==> config.mk <==
export PLATFORM = sky130hd
export DESIGN_NAME = sevenseg_scan_driver_flat
export DESIGN_NICKNAME = d
export VERILOG_FILES = /design/src/rtl/sevenseg_scan_driver_if.sv /design/src/rtl/sevenseg_scan_driver.sv /design/src/flat_wrapper.sv
export SDC_FILE = /design/constraint.sdc
export NUM_CORES = 1
export LEC_CHECK = 0
export ABC_AREA = 1
export BUFFER_PORTS_ARGS = -buffer_cell sky130_fd_sc_hd__buf_2
export CORE_ASPECT_RATIO = 0.9
export CORE_MARGIN = 5
export CORE_UTILIZATION = 40
export DETAILED_ROUTE_END_ITERATION = 16
export GPL_TIMING_DRIVEN = 0
export PLACE_DENSITY_LB_ADDON = 0.08
export SYNTH_ARGS = -nofsm -noshare
export SYNTH_HDL_FRONTEND = slang
export SYNTH_SLANG_ARGS = --single-unit
==> constraint.sdc <==
create_clock -name clk -period 2.45 [get_ports clk]
set_input_delay 0 -clock clk [delete_from_list [all_inputs] [get_ports clk]]
set_output_delay 0 -clock clk [all_outputs]
set_load 0.01 [all_outputs]
==> src/rtl/sevenseg_scan_driver_if.sv <==
// Bus between the datapath and the seven-segment scan driver.
// The master supplies digit data and controls; the slave returns the pin-level drive.
interface sevenseg_scan_driver_if #(
  parameter int DIGITS = 4
);
  logic [4*DIGITS-1:0] value;
  logic [DIGITS-1:0]   dp;
  logic                load;
  logic                lz_blank;
  logic [7:0]          seg;
  logic [DIGITS-1:0]   an;
  logic                frame_done;

  modport master (
    output value, dp, load, lz_blank,
    input  seg, an, frame_done
  );

  modport slave (
    input  value, dp, load, lz_blank,
    output seg, an, frame_done
  );
endinterface

==> src/rtl/sevenseg_scan_driver.sv <==
// Time-multiplexed common-anode seven-segment driver with a blanking gap between
// digits, frame-aligned double buffering and optional leading-zero suppression.
module sevenseg_scan_driver #(
  parameter int DIGITS    = 4,
  parameter int SCAN_DIV  = 50000,
  parameter int BLANK_CYC = 16
) (
  input  logic                   clk,
  input  logic                   reset_n,
  sevenseg_scan_driver_if.slave  bus
);

  localparam int MAXC = (SCAN_DIV > BLANK_CYC) ? SCAN_DIV : BLANK_CYC;
  localparam int CW   = $clog2(MAXC + 1);
  localparam int IW   = (DIGITS > 1) ? $clog2(DIGITS) : 1;
  localparam logic [CW-1:0] SCAN_LAST  = CW'(SCAN_DIV - 1);
  localparam logic [CW-1:0] BLANK_LAST = CW'((BLANK_CYC > 0) ? BLANK_CYC - 1 : 0);
  localparam logic [CW-1:0] CNT_ONE    = CW'(1);
  localparam logic [IW-1:0] IDX_LAST   = IW'(DIGITS - 1);
  localparam logic [IW-1:0] IDX_ONE    = IW'(1);

  typedef enum logic [0:0] {
    ST_BLANK = 1'b0,
    ST_SCAN  = 1'b1
  } state_t;

  // With no blanking gap the driver lives permanently in SCAN.
  localparam state_t ST_START = (BLANK_CYC == 0) ? ST_SCAN : ST_BLANK;

  function automatic logic [6:0] hex_to_seg(input logic [3:0] nib);
    logic [6:0] s;
    case (nib)
      4'h0:    s = 7'h40;
      4'h1:    s = 7'h79;
      4'h2:    s = 7'h24;
      4'h3:    s = 7'h30;
      4'h4:    s = 7'h19;
      4'h5:    s = 7'h12;
      4'h6:    s = 7'h02;
      4'h7:    s = 7'h78;
      4'h8:    s = 7'h00;
      4'h9:    s = 7'h10;
      4'hA:    s = 7'h08;
      4'hB:    s = 7'h03;
      4'hC:    s = 7'h46;
      4'hD:    s = 7'h21;
      4'hE:    s = 7'h06;
      4'hF:    s = 7'h0E;
      default: s = 7'h7F;
    endcase
    return s;
  endfunction

  state_t              state_q, state_d;
  logic [CW-1:0]       cnt_q, cnt_d;
  logic [IW-1:0]       idx_q, idx_d;
  logic [4*DIGITS-1:0] shadow_val_q, shadow_val_d;
  logic [DIGITS-1:0]   shadow_dp_q, shadow_dp_d;
  logic [4*DIGITS-1:0] active_val_q, active_val_d;
  logic [DIGITS-1:0]   active_dp_q, active_dp_d;
  logic [7:0]          seg_q, seg_d;
  logic [DIGITS-1:0]   an_q, an_d;
  logic                fd_q, fd_d;

  logic [3:0]          nib_s;
  logic                dp_s;
  logic                upper_zero_s;

  // Next-state, buffering and output decode; outputs are computed from next state
  // so the pins move on the same edge as the state and index.
  always_comb begin
    state_d      = state_q;
    cnt_d        = cnt_q + CNT_ONE;
    idx_d        = idx_q;
    fd_d         = 1'b0;
    shadow_val_d = shadow_val_q;
    shadow_dp_d  = shadow_dp_q;
    active_val_d = active_val_q;
    active_dp_d  = active_dp_q;
    nib_s        = 4'h0;
    dp_s         = 1'b0;
    upper_zero_s = 1'b1;
    seg_d        = 8'hFF;
    an_d         = '1;

    case (state_q)
      ST_BLANK: begin
        if (cnt_q == BLANK_LAST) begin
          state_d = ST_SCAN;
          cnt_d   = '0;
        end else begin
          state_d = ST_BLANK;
        end
      end
      ST_SCAN: begin
        if (cnt_q == SCAN_LAST) begin
          state_d = ST_START;
          cnt_d   = '0;
          if (idx_q == IDX_LAST) begin
            idx_d = '0;
            fd_d  = 1'b1;
          end else begin
            idx_d = idx_q + IDX_ONE;
          end
        end else begin
          state_d = ST_SCAN;
        end
      end
      default: begin
        state_d = ST_START;
        cnt_d   = '0;
        idx_d   = '0;
      end
    endcase

    if (bus.load) begin
      shadow_val_d = bus.value;
      shadow_dp_d  = bus.dp;
    end else begin
      shadow_val_d = shadow_val_q;
      shadow_dp_d  = shadow_dp_q;
    end

    // Taking the already-updated shadow gives the boundary-load bypass for free.
    if (fd_d) begin
      active_val_d = shadow_val_d;
      active_dp_d  = shadow_dp_d;
    end else begin
      active_val_d = active_val_q;
      active_dp_d  = active_dp_q;
    end

    for (int j = 0; j < DIGITS; j++) begin
      if (IW'(j) == idx_d) begin
        nib_s = active_val_d[4*j +: 4];
        dp_s  = active_dp_d[j];
      end else begin
        nib_s = nib_s;
        dp_s  = dp_s;
      end
      if ((IW'(j) >= idx_d) && (active_val_d[4*j +: 4] != 4'h0)) begin
        upper_zero_s = 1'b0;
      end else begin
        upper_zero_s = upper_zero_s;
      end
      an_d[j] = ~((state_d == ST_SCAN) && (IW'(j) == idx_d));
    end

    if (state_d == ST_SCAN) begin
      if (bus.lz_blank && upper_zero_s && (idx_d != '0)) begin
        seg_d = {~dp_s, 7'h7F};
      end else begin
        seg_d = {~dp_s, hex_to_seg(nib_s)};
      end
    end else begin
      seg_d = 8'hFF;
    end
  end

  // State, buffers and registered pin drive.
  always_ff @(posedge clk) begin
    if (!reset_n) begin
      state_q      <= ST_START;
      cnt_q        <= '0;
      idx_q        <= '0;
      shadow_val_q <= '0;
      shadow_dp_q  <= '0;
      active_val_q <= '0;
      active_dp_q  <= '0;
      seg_q        <= 8'hFF;
      an_q         <= '1;
      fd_q         <= 1'b0;
    end else begin
      state_q      <= state_d;
      cnt_q        <= cnt_d;
      idx_q        <= idx_d;
      shadow_val_q <= shadow_val_d;
      shadow_dp_q  <= shadow_dp_d;
      active_val_q <= active_val_d;
      active_dp_q  <= active_dp_d;
      seg_q        <= seg_d;
      an_q         <= an_d;
      fd_q         <= fd_d;
    end
  end

  assign bus.seg        = seg_q;
  assign bus.an         = an_q;
  assign bus.frame_done = fd_q;

endmodule

==> src/flat_wrapper.sv <==
// flat-port wrapper written by rule: the top's interface ports become plain ports
module sevenseg_scan_driver_flat 
#(
  parameter int DIGITS    = 4,
  parameter int SCAN_DIV  = 50000,
  parameter int BLANK_CYC = 16
)
  (clk, reset_n, bus_value, bus_dp, bus_load, bus_lz_blank, bus_seg, bus_an, bus_frame_done);
  sevenseg_scan_driver_if #(.DIGITS(DIGITS)) bus_i ();
  input  logic clk;
  input  logic reset_n;
  input wire logic [$bits(bus_i.value)-1:0] bus_value;
  input wire logic [$bits(bus_i.dp)-1:0] bus_dp;
  input wire logic [$bits(bus_i.load)-1:0] bus_load;
  input wire logic [$bits(bus_i.lz_blank)-1:0] bus_lz_blank;
  output wire logic [$bits(bus_i.seg)-1:0] bus_seg;
  output wire logic [$bits(bus_i.an)-1:0] bus_an;
  output wire logic [$bits(bus_i.frame_done)-1:0] bus_frame_done;
  assign bus_i.value = bus_value;
  assign bus_i.dp = bus_dp;
  assign bus_i.load = bus_load;
  assign bus_i.lz_blank = bus_lz_blank;
  assign bus_seg = bus_i.seg;
  assign bus_an = bus_i.an;
  assign bus_frame_done = bus_i.frame_done;
  sevenseg_scan_driver #(.DIGITS(DIGITS), .SCAN_DIV(SCAN_DIV), .BLANK_CYC(BLANK_CYC)) u_core (.clk(clk), .reset_n(reset_n), .bus(bus_i));
endmodule
==> Word-level counts from Yosys, hierarchy flattened <==
Memories as Yosys holds them, arrays and structs flattened. A register that Yosys moved wholly into a read port is not among the register bits.
Cells that the tools add are included.
{ "classes": {"mux": 28, "n_reduce_logical": 18, "n_eq_ne": 6, "bitwise": 8, "n_addsub": 2, "magnitude_cmp": 4} }
{ "ops": {"columns": ["op", "count"], "rows": [
  ["16-bit two-way mux", 4],
  ["16-bit case mux with 2 select lines", 1],
  ["4-bit two-way mux", 6],
  ["16-bit by 1-bit adder with 16-bit output, second input constant", 1],
  ["16-bit == test, second input constant", 1],
  ["16-bit by 4-bit == test with 1-bit output, second input constant", 1],
  ["4-bit nonzero test", 4],
  ["1-bit two-way mux", 13],
  ["1-bit logical AND", 10],
  ["1-bit inverter", 8],
  ["2-bit two-way mux", 3],
  ["2-bit == test, first input constant", 2],
  ["1-bit by 2-bit greater-or-equal comparator with 1-bit output, first input constant", 2],
  ["2-bit greater-or-equal comparator, first input constant", 2],
  ["3-bit OR reduction", 1],
  ["2-bit by 1-bit adder with 2-bit output, second input constant", 1],
  ["1-bit by 2-bit == test with 1-bit output, first input constant", 1],
  ["2-bit == test, second input constant", 1],
  ["2-bit zero test", 1],
  ["1-bit case mux with 2 select lines", 1],
  ["2-bit AND reduction", 1],
  ["2-bit nonzero test", 1]
]} }
{ "word_totals": {"memories": 1, "out_inout_bits": 13, "regBits": 65, "romBits": 112} }
{ "mem_list": {"columns": ["name", "depth", "word_bits", "rd", "rd_clocked_by_memory_dff", "wr", "line_no", "rtl"], "rows": [
  ["(name not given)", 16, 7, 1, 1, 0, "sevenseg_scan_driver.sv:32", "case (nib)"]
]} }

==> Depth between registers and ports, before layout <==
Gate-level depths: netlist (run 1).
{ "logic_depth": {"word_depth": 14, "mapped_depth": 18, "mapped_depth_nobuf": 18} }

==> Least setup slack after synthesis (run 1) <==
No wires, ideal clock.
{ "synth_path": {"kind": "reg-to-reg", "from": "register u_core.cnt_q[0]", "to": "register u_core.seg_q[0] (netlist: u_core.bus.seg[0])", "path_stages_with_launch": 17, "setup_slack_ns": 0.150, "setup_time_ns": 0.123, "t_arrival_ns": 2.176, "required_time_ns": 2.327, "cell_sequence": "dfxtp_1 > ha_1 > nand3_2 > nor2_4 > nand4_4 > buf_6 > nand2_1 > o21ai_1 > nand2_1 > nand3_1 > nor2_2 > inv_1 > ha_1 > inv_1 > nand4_1 > nand3_1 > nand3_1"} }
{ "synth_between": {"elab_chain_len": 13} }
{ "synth_lines": {"columns": ["element", "line_no", "rtl"], "rows": [
  ["start, declared", "sevenseg_scan_driver.sv:55", "logic [CW-1:0] cnt_q, cnt_d;"],
  ["start signal, assigned", "sevenseg_scan_driver.sv:175", "cnt_q <= cnt_d;"],
  ["16-bit == test", "sevenseg_scan_driver.sv:96", "if (cnt_q == SCAN_LAST) begin"],
  ["1-bit two-way mux", "sevenseg_scan_driver.sv:96", null],
  ["1-bit two-way mux", "sevenseg_scan_driver.sv:86", "case (state_q)"],
  ["16-bit two-way mux", "sevenseg_scan_driver.sv:125", "if (fd_d) begin"],
  ["4-bit nonzero test", "sevenseg_scan_driver.sv:141", "if ((IW'(j) >= idx_d) && (active_val_d[4*j +: 4] != 4'h0)) begin"],
  ["1-bit logical AND", "sevenseg_scan_driver.sv:141", null],
  ["1-bit two-way mux (4 in a row)", "sevenseg_scan_driver.sv:141", null],
  ["1-bit logical AND (2 in a row)", "sevenseg_scan_driver.sv:150", "if (bus.lz_blank && upper_zero_s && (idx_d != '0)) begin"],
  ["3-bit OR reduction (no line)", null, null],
  ["end signal, assigned", "sevenseg_scan_driver.sv:181", "seg_q <= seg_d;"],
  ["end, declared", "sevenseg_scan_driver.sv:61", "logic [7:0] seg_q, seg_d;"]
]} }
Parallel ways exist; a longest one is shown, timed or not.
A chain may end at the register's enable or synchronous reset.

==> Worst setup path in the final report (run 1) <==
{ "layout_path": {"from": "register u_core.cnt_q[7]", "to": "register u_core.seg_q[0] (netlist: u_core.bus.seg[0])"} }
The elaborated chain is that of the path after synthesis.

==> results of run 1 <==
[cells by family (layout without fill, tap and decap cells)]
group                      Yosys count  after routing
and+or+nand+nor                    270            270
DFF                                 72             72
xor gates and xnor gates             7              7
buffers and inverters               69            151
adders and majority gates            7              7
AOI/OAI and AO/OA                   33             33
muxes                               16             16
[power groups by stage]
stage / Sequential (mW) / Clock, mW / Combinational, mW
3_3_place_gp: 1.23 / 0 / 0.103
3_5_place_dp: 1.23 / 0 / 0.105
6_report: 1.20 / 0.967 / 0.127
2_1_floorplan: 1.23 / 0 / 0.0656
5_1_grt: 1.20 / 1.05 / 0.143
4_1_cts: 1.20 / 0.998 / 0.125
[synthesized netlist by cell type (all sizes together) (2+ instances only)]
library cell | n | area (um^2)
ha | 7 | 87.6
xor2 | 5 | 43.8
xnor2 | 2 | 17.5
o21a | 2 | 15.0
dfxtp | 72 | 1440
inv | 55 | 206
mux2i | 14 | 140
o21ai | 23 | 123
mux2 | 2 | 22.5
nand3 | 26 | 145
nand4 | 18 | 143
nor3b | 2 | 15.0
nor3 | 9 | 50.1
a21oi | 6 | 30.0
nor2 | 101 | 439
nand2 | 113 | 469
clkbuf | 7 | 26.3
buf | 7 | 43.8
[worst max path at each step]
stage | startpoint | endpoint | slack (ns) | depth (start not counted)
after floorplan | u_core.cnt_q[0] | u_core.bus.seg[0] | 0.15 | 16
after global placement | u_core.cnt_q[0] | u_core.bus.seg[2] | -0.23 | 14
after detailed placement | u_core.cnt_q[0] | u_core.bus.seg[2] | -0.26 | 14
after CTS | u_core.cnt_q[12] | u_core.bus.seg[0] | 0.002 | 17
after global routing | u_core.cnt_q[7] | u_core.bus.seg[3] | -0.07 | 17
final | u_core.cnt_q[7] | u_core.bus.seg[0] | 0.12 | 17
[layout make-up]
type	count	area (um^2)
fill	875	4070
multi-input combinational	333	1900
sequential	72	1460
timing repair buffer	66	465
inverter	55	209
tap	119	149
clock buffer	9	124
clock inverter	7	78.8
buffer	14	76.3
[per-layer routing]
metal  track usage  wire, um
met5             0         0
met2         0.243      3490
met1         0.233      4370
met4        0.0408        89
met3        0.0393       272
[what timing repair did]
item,in CTS,in global routing
resized for setup,15,37
setup buffers,8,8
hold endpoints to repair,15,0
pin swaps,6,20
hold buffers,15,0
endpoints found under the setup margin,7,7
[critical path, stage by stage (launching register included)]
cell,delay [ns]
dfxtp_1,0.30
buf_2,0.16
nor2_4,0.13
nand2_2,0.07
nor2_4,0.14
buf_4,0.14
nand4_1,0.13
nand2_4,0.17
nor2_4,0.08
nand2_1,0.08
nand3_2,0.09
nor2_4,0.15
inv_2,0.07
ha_2,0.20
inv_1,0.06
nand4_1,0.09
nand3_1,0.10
nand3_1,0.08
[flip-flops by register name, indices dropped and copies added, names as in the netlist]
register / count
u_core.active_dp_q: 4
u_core.active_val_q: 16
u_core.bus.an: 4
u_core.bus.frame_done: 1
u_core.bus.seg: 8
u_core.cnt_q: 16
u_core.idx_q: 2
u_core.shadow_dp_q: 4
u_core.shadow_val_q: 16
u_core.state_q: 1
==> reports/results.txt, run 1 <==
Die Span X = 108 um
r2r setup slk = 0.12 ns
ANT nets after route = 0
Reg clk slew, reported paths = 0.09 ns
Primary FF master, synth = dfxtp_1
vias in the first global route = 2,896
Data required, critical path = 2.69 ns
vias per cell = 4.55
iteration count of the initial detailed-routing pass = 4
synthesized instance count = 474
HP Start = bus_value[4]
final WL = 8220 um
H-tree Lvls = 3
largest family of logic cells by synthesized area = simple AND/OR/NAND/NOR gates
CTS Buffer Depth = 2
startpoint type of the worst setup path = register
Chip Height = 98.5 um
crit-path max FO = 7
post-synthesis cell type count = 33
core footprint = 0.00853 mm^2
Total Routing Usage GR = 0.162
non-filler instance count after layout = 675
DP Wirelength = 6070 um
Arrival @ worst endpoint = 2.57 ns
peak supply drop = 297 uV
first-pass GRT wire length = 13,700 um
pre-CTS WS = -0.260 ns
Pwr Total = 2.29 mW
switching share of power = 0.245
fin crit share = 0.952
Synth Area in Adders = 0.0252
Initial Util = 0.408
clock sinks = 72
clock share of power = 0.421
outcome = complete, no violations
xor and xnor area share after synthesis = 0.0176
dpl cells = 628
Min-Delay Endpoint = u_core.shadow_val_q[4]
Power Dens Cells = 515 mW/mm^2
Synth Area in Compound Gates = 0.0522
TritonCTS clock tree = built
Final Util = 0.523
# DRC = 0
max_cap viols = 0
Rows = 32
post-route setup slack = 0.118 ns
RR Endpoint = u_core.bus.seg[0]
Post-Synthesis Cell Area = 0.00348 mm^2
Final Max Slew Viols = 0
clock skew = 0.0100 ns
grt ovf = 0
worst skew pair latency = 0.35 ns
RSZ-0062 raised after global routing = yes
area grow syn2layout = 28.2%
antenna violations before repair = 0
commonest cells after routing, fill and taps aside = 92 x nand2_1, 82 x nor2_1, 65 x dfxtp_1
mux cell area share after synthesis = 0.0468
pin count of the biggest net entering global routing = 15
Via Count = 3,074
fin nets = 582
Iter 0 DRT Violations = 85
ys async rst share = 0
worst hold path stage count = 5
syn nets = 505
placed cell areas = 0.00380 mm^2
Top Ports = 37
sequential element share of the synthesized area = 0.414
Post-Synth Simple-Gate Area = 0.364
share of power burned in registers = 0.523
critical path capture point type = register
worst reg2reg path startpoint = u_core.cnt_q[7]
Rel. slew slack = 0.606
Int Power = 1.73 mW
Worst Hold Class = in2reg
routability cong. = 0.881
WS Path Type = reg2reg
Comb pwr share = 0.055
worst-case reg-to-reg path depth = 17
register bit count reported by yosys = 72
root buf cell = clkbuf_8
Sw Pwr = 0.563 mW
most common cell after layout, fill and taps aside = nand2_1
die area = 0.0107 mm^2
design area = 0.00446 mm^2
Fin. Hold Viols = 0
share of cells above drive strength 1 = 0.264
Period minus WS final = 2.33 ns
Max Fclk = 429 MHz
CTS Buf Count = 9
Avg Cell Area, Syn = 7.34 um^2
PortBufs = 35
ANT cells = 0
setup tns final = 0 ns
Worst Max-Slew Pin Slew = 0.591 ns
Post-synth EDFFs = 0
Routed wire per std cell = 12.2 um
Syn. warnings = 0
setup violators final = 0
cell leakage power = 1.89 nW
hold_ws = 0.0228 ns
Power figures use the tool's default switching activity.
==> run 2: changes to the inputs <==
--- a/config.mk
+++ b/config.mk
@@ -11,4 +11,5 @@
 export CORE_MARGIN = 5
 export CORE_UTILIZATION = 40
+export CTS_BUF_LIST = sky130_fd_sc_hd__clkbuf_8
 export DETAILED_ROUTE_END_ITERATION = 16
 export GPL_TIMING_DRIVEN = 0
==> constraint.sdc (replaced) <==
create_clock -name clk -period 2.45 [get_ports clk]
set_input_delay 0.245 -clock clk [delete_from_list [all_inputs] [get_ports clk]]
set_output_delay 0.245 -clock clk [all_outputs]
set_load 0.01 [all_outputs]
==> run 2 against run 1 <==
  * Clock skew shrank 0.00082 ns
  * Worst setup slack lost 0.00084 ns
  * Combinational power shrank 15%
  * Critical path depth is the same
  * Final cell count shrank 2.2%
  * Via count shrank 2.1%
  * Utilization shrank 1.8 points
  * Critical path type unchanged
  * Critical endpoint unchanged
  * Largest power group unchanged
==> reports/results.txt, run 2 (synthesis gave the netlist of run 1 again) <==
outcome = complete, no violations
Comb pwr share = 0.047 (-0.008)
clock skew = 0.00918 ns (-0.000816 ns)
PortBufs = 35 (unchanged)
cell leakage power = 1.82 nW (-3.3%)
Final Util = 0.505 (-0.0176)
fin nets = 567 (-2.6%)
worst-case reg-to-reg path depth = 17 (unchanged)
peak supply drop = 296 uV (about the same)
r2r setup slk = 0.12 ns (about the same)
H-tree Lvls = 3 (unchanged)
Total Routing Usage GR = 0.160 (-0.00164)
ANT cells = 0 (unchanged)
WS Path Type = reg2reg
share of power burned in registers = 0.528 (+0.005)
slowest CP cell = dfxtp_1
root buf cell = clkbuf_8
cell mode on critical path = nor2_4
Final Max Slew Viols = 0 (unchanged)
dpl cells = 628 (unchanged)
CTS Buf Count = 9 (unchanged)
final WL = 8080 um (-1.7%)
Initial Util = 0.408 (unchanged)
clock share of power = 0.425 (+0.004)
core footprint = 0.00853 mm^2 (unchanged)
Via Count = 3,009 (-2.1%)
area grow syn2layout = 23.9%
vias in the first global route = 2,863 (-1.1%)
Reg clk slew, reported paths = 0.09 ns (about the same)
Worst Hold Class = in2reg
setup tns final = 0 ns (unchanged)
Rel. slew slack = 0.612 (+0.00589)
Post-CTS Hold Buffers = 0 (-15)
Rows = 32 (unchanged)
Top Ports = 37 (unchanged)
CP Cell Sequence = buf_2 -> nor2_4 -> nand2_2 -> nor2_4 -> buf_4 -> nand4_1 -> nand2_4 -> nor2_4 -> nand2_1 -> nand3_2 -> nor2_4 -> inv_2 -> ha_2 -> inv_1 -> nand4_1 -> nand3_1 -> nand3_1
grt ovf = 0 (unchanged)
Max Fclk = 429 MHz (about the same)
crit-path max FO = 7 (unchanged)
CTS Buffer Depth = 2 (unchanged)
Chip Height = 98.5 um (unchanged)
routability cong. = 0.881 (unchanged)
# DRC = 0 (unchanged)
setup violators final = 0 (unchanged)
worst hold path stage count = 3 (-2)
most common cell after layout, fill and taps aside = nand2_1
Int Power = 1.72 mW (-0.90%)
antenna violations before repair = 0 (unchanged)
pin count of the biggest net entering global routing = 15 (unchanged)
non-filler instance count after layout = 660 (-2.2%)
Routed wire per std cell = 12.2 um (+0.56%)
commonest cells after routing, fill and taps aside = 92 x nand2_1, 82 x nor2_1, 65 x dfxtp_1
Die Span X = 108 um (unchanged)
TritonCTS clock tree = built
ANT nets after route = 0 (unchanged)
worst skew pair latency = 0.35 ns (about the same)
Period minus WS final = 2.33 ns (+0.000835 ns)
Sw Pwr = 0.560 mW (-0.57%)
Arrival @ worst endpoint = 2.57 ns (about the same)
vias per cell = 4.56 (+0.11%)
clock sinks = 72 (unchanged)
Fin. Hold Viols = 0 (unchanged)
startpoint type of the worst setup path = register
die area = 0.0107 mm^2 (unchanged)
biggest regs = u_core.active_val_q x16, u_core.cnt_q x16, u_core.shadow_val_q x16
max_cap viols = 0 (unchanged)
first-pass GRT wire length = 13,600 um (-1.0%)
RSZ-0062 raised after global routing = yes
share of cells above drive strength 1 = 0.272 (+0.00733)
Iter 0 DRT Violations = 109 (+28%)
critical path capture point type = register
Data required, critical path = 2.69 ns (about the same)
Worst path max stage delay = 0.30 ns (about the same)
switching share of power = 0.246 (+0.000612)
iteration count of the initial detailed-routing pass = 4 (unchanged)
Power Dens Cells = 528 mW/mm^2 (+2.6%)
Worst Max-Slew Pin Slew = 0.582 ns (-0.00884 ns)
fin crit share = 0.952 (about the same)
DP Wirelength = 6070 um (unchanged)
run 2: cell count changes in the layout (fill, tap and decap cells not counted), sizes merged:
cell,change
dlygate4sd3,-15
run 2: worst max-delay path, delay by kind of cell (launching register included):
family | cells | cell delay (ns)
fa+ha+maj | 1 | 0.20
buf+inv | 4 | 0.43
simple gates | 12 | 1.32
flops | 1 | 0.30
run 2: worst paths after layout:
check             startpoint                     to
min                bus_dp[2]  u_core.shadow_dp_q[2]
min reg2reg  u_core.cnt_q[0]        u_core.cnt_q[0]
max reg2reg  u_core.cnt_q[7]      u_core.bus.seg[0]
max          u_core.cnt_q[7]      u_core.bus.seg[0]
run 2: layout make-up:
| cell class | count | area (um^2) |
|---|---|---|
| flip-flops and latches | 72 | 1460 |
| clock buffers | 9 | 124 |
| repair buffers | 51 | 315 |
| well taps | 119 | 149 |
| fillers | 894 | 4220 |
| clock inverters | 7 | 78.8 |
| plain buffers | 14 | 76.3 |
| inverters | 55 | 209 |
| multi-input cells | 333 | 1900 |
run 2: repair_timing:
item                       CTS  global route
gates cloned                 0             0
resized for setup           15            37
buffers inserted             8             8
setup endpoints to repair    7             7
pin swaps                    6            20
run 2: metal layers:
| metal | vias up | wire length (um) | GRT usage |
|---|---|---|---|
| met5 | - | 0 | 0 |
| met4 | 0 | 89 | 0.0408 |
| met3 | 10 | 339 | 0.0393 |
| met2 | 49 | 3410 | 0.237 |
| met1 | 1318 | 4250 | 0.234 |
| li1 | 1632 | - | - |
run 2: power groups by stage:
| stage | Sequential [mW] | Combinational [mW] | Clock (mW) |
|---|---|---|---|
| 5_1_grt | 1.20 | 0.124 | 1.05 |
| 3_3_place_gp | 1.23 | 0.103 | 0 |
| 3_5_place_dp | 1.23 | 0.105 | 0 |
| 6_report | 1.20 | 0.108 | 0.967 |
| 2_1_floorplan | 1.23 | 0.0656 | 0 |
| 4_1_cts | 1.20 | 0.107 | 0.998 |
run 2: per-stage QoR:
stage / hold WS [ns] / cell area, um^2 / total power, mW / setup slack (ns)
3_5_place_dp: 0.447 / 3800 / 1.33 / -0.260
5_1_grt: 0.167 / 4310 / 2.38 / -0.0663
6_report: 0.154 / 4310 / 2.28 / 0.117
4_1_cts: 0.144 / 4130 / 2.31 / 0.00220
2_1_floorplan: 0.407 / 3480 / 1.29 / 0.150
3_3_place_gp: 0.431 / 3800 / 1.33 / -0.230
==> run 3: changes to the inputs <==
--- a/config.mk
+++ b/config.mk
@@ -15,4 +15,5 @@
 export GPL_TIMING_DRIVEN = 0
 export PLACE_DENSITY_LB_ADDON = 0.08
+export RECOVER_POWER = 25
 export SYNTH_ARGS = -nofsm -noshare
 export SYNTH_HDL_FRONTEND = slang
==> constraint.sdc (replaced) <==
create_clock -name clk -period 2.45 [get_ports clk]
set_input_delay 0.735 -clock clk [delete_from_list [all_inputs] [get_ports clk]]
set_output_delay 0.735 -clock clk [all_outputs]
set_load 0.01 [all_outputs]
==> run 3 against run 2 <==
  * Count of clock-buffer cells in the layout is 3 higher
  * Critical endpoint is now u_core.bus.seg[3]
  * Final cell count is 0.61% higher
  * Clock skew is 0.00056 ns higher
  * Critical path type unchanged
  * Clock power is 4% higher
  * Power is 2.2% higher
  * Worst setup slack worse by 0.0048 ns
  * Worst hold slack better by 0.32 ns
  * Combinational power hardly changed
==> reports/results.txt, run 3 (synthesis gave the netlist of run 1 again) <==
Via Count = 3,098 (+3.0%)
vias in the first global route = 2,832 (-1.1%)
clock sinks = 72 (unchanged)
peak supply drop = 303 uV (+2.2%)
fin nets = 571 (+0.71%)
hold_ws = 0.477 ns (+0.323 ns)
r2r setup slk = 0.11 ns (about the same)
startpoint type of the worst setup path = register
placed cell areas = 0.00381 mm^2 (about the same)
WS Path Type = reg2reg
M2 GR Usage = 0.244 (+0.00717)
Rel. slew slack = 0.638 (+0.0258)
Worst Hold Class = reg2reg
Total Routing Usage GR = 0.162 (+0.00148)
worst skew pair latency = 0.35 ns (about the same)
Data required, critical path = 2.68 ns (about the same)
# DRC = 0 (unchanged)
Max Fclk = 428 MHz (-0.21%)
met3 Usage GRT = 0.0498 (+0.0105)
Chip Height = 98.5 um (unchanged)
most common cell after layout, fill and taps aside = nand2_1
area grow syn2layout = 25.0%
RSZ-0062 raised after global routing = yes
grt ovf = 0 (unchanged)
pin count of the biggest net entering global routing = 13 (-2)
Initial Util = 0.408 (unchanged)
Pwr Total = 2.32 mW (+2.2%)
final WL = 8310 um (+2.9%)
TritonCTS clock tree = built
commonest cells after routing, fill and taps aside = 94 x nand2_1, 84 x nor2_1, 64 x dfxtp_1
busiest grt layer = met2
Die Span X = 108 um (unchanged)
routability cong. = 0.865 (-1.9%)
Reg clk slew, reported paths = 0.08 ns (about the same)
setup violators final = 0 (unchanged)
antenna violations before repair = 0 (unchanged)
Top Ports = 37 (unchanged)
ANT nets after route = 0 (unchanged)
die area = 0.0107 mm^2 (unchanged)
CTS Buf Count = 9 (unchanged)
outcome = complete, no violations
biggest regs = u_core.active_val_q x16, u_core.cnt_q x16, u_core.shadow_val_q x16
Post-CTS Hold Buffers = 0 (unchanged)
crit-path max FO = 6 (-1)
Power Dens Cells = 535 mW/mm^2 (+1.2%)
Arrival @ worst endpoint = 2.57 ns (about the same)
Fin. Hold Viols = 0 (unchanged)
Worst Max-Slew Pin Slew = 0.544 ns (-0.0388 ns)
iteration count of the initial detailed-routing pass = 4 (unchanged)
H-tree Lvls = 3 (unchanged)
Final Max Slew Viols = 0 (unchanged)
first-pass GRT wire length = 13,600 um (+0.35%)
Final Util = 0.510 (+0.00455)
core footprint = 0.00853 mm^2 (unchanged)
fin crit share = 0.954 (+0.00196)
share of cells above drive strength 1 = 0.277 (+0.00535)
Period minus WS final = 2.34 ns (+0.00480 ns)
root buf cell = clkbuf_8
DP Wirelength = 6060 um (-0.31%)
PortBufs = 35 (unchanged)
cell leakage power = 1.89 nW (+3.7%)
met1 Usage GRT = 0.226 (-0.00836)
Iter 0 DRT Violations = 115 (+5.5%)
Rows = 32 (unchanged)
critical path capture point type = register
clock skew = 0.00975 ns (+0.000563 ns)
CTS Buffer Depth = 2 (unchanged)
design area = 0.00435 mm^2 (+0.90%)
max_cap viols = 0 (unchanged)
vias per cell = 4.67 (+2.3%)
Routed wire per std cell = 12.5 um (+2.3%)
ANT cells = 0 (unchanged)
-- run 3: report_power, final --
group	total, mW	switching (mW)	leakage, nW	internal, mW
Combinational	0.111	0.0654	1.19	0.0452
Clock	1.01	0.460	0.109	0.554
Sequential	1.20	0.00909	0.589	1.19
-- run 3: critical path: stages (launching register included) --
cell and delay (ns):
dfxtp_2 0.36, ha_4 0.16, nand3_4 0.12, nor2_4 0.18, nand4_4 0.14, buf_6 0.18, buf_6 0.13, nand2_4 0.06
o21ai_4 0.06, nand2_2 0.09, nand4_1 0.18, ha_2 0.27, inv_2 0.06, nand4_1 0.08, nand3_1 0.08, nand3_1 0.07
-- run 3: repair_timing --
action	in CTS	in global routing
pin swaps	5	16
endpoints found under the setup margin	7	7
buffers inserted	9	11
gates resized for setup	14	39
cloned	0	0
-- run 3: worst paths after layout --
kind	startpoint	endpoint	cells past startpoint
setup / recovery	u_core.cnt_q[0]	u_core.bus.seg[3]	15
hold reg to reg	u_core.active_val_q[10]	u_core.active_val_q[10]	2
setup reg to reg	u_core.cnt_q[0]	u_core.bus.seg[3]	15
hold / removal	u_core.active_val_q[10]	u_core.active_val_q[10]	2
-- run 3: per-layer routing --
layer | vias up | part of all wire
li1 | 1633 | -
met2 | 77 | 0.43
met3 | 5 | 0.067
met4 | 0 | 0.0065
met5 | - | 0
met1 | 1383 | 0.49
-- run 3: final cells by class --
type | instances | area [um^2]
buffer | 14 | 77.6
clock buffer | 12 | 165
clock inverter | 4 | 51.3
fill | 861 | 4180
inverter | 55 | 209
multi-input combinational | 333 | 1900
sequential | 72 | 1460
tap | 119 | 149
timing repair buffer | 55 | 335
-- run 3: stage by stage --
stage	setup slack, ns	setup TNS, ns	instances
floorplan	0.0119	0	474
global placement	-0.363	-1.82	628
detailed placement	-0.371	-1.84	628
CTS	0.00668	0	653
global route	-0.0462	-0.115	664
finish	0.112	0	664
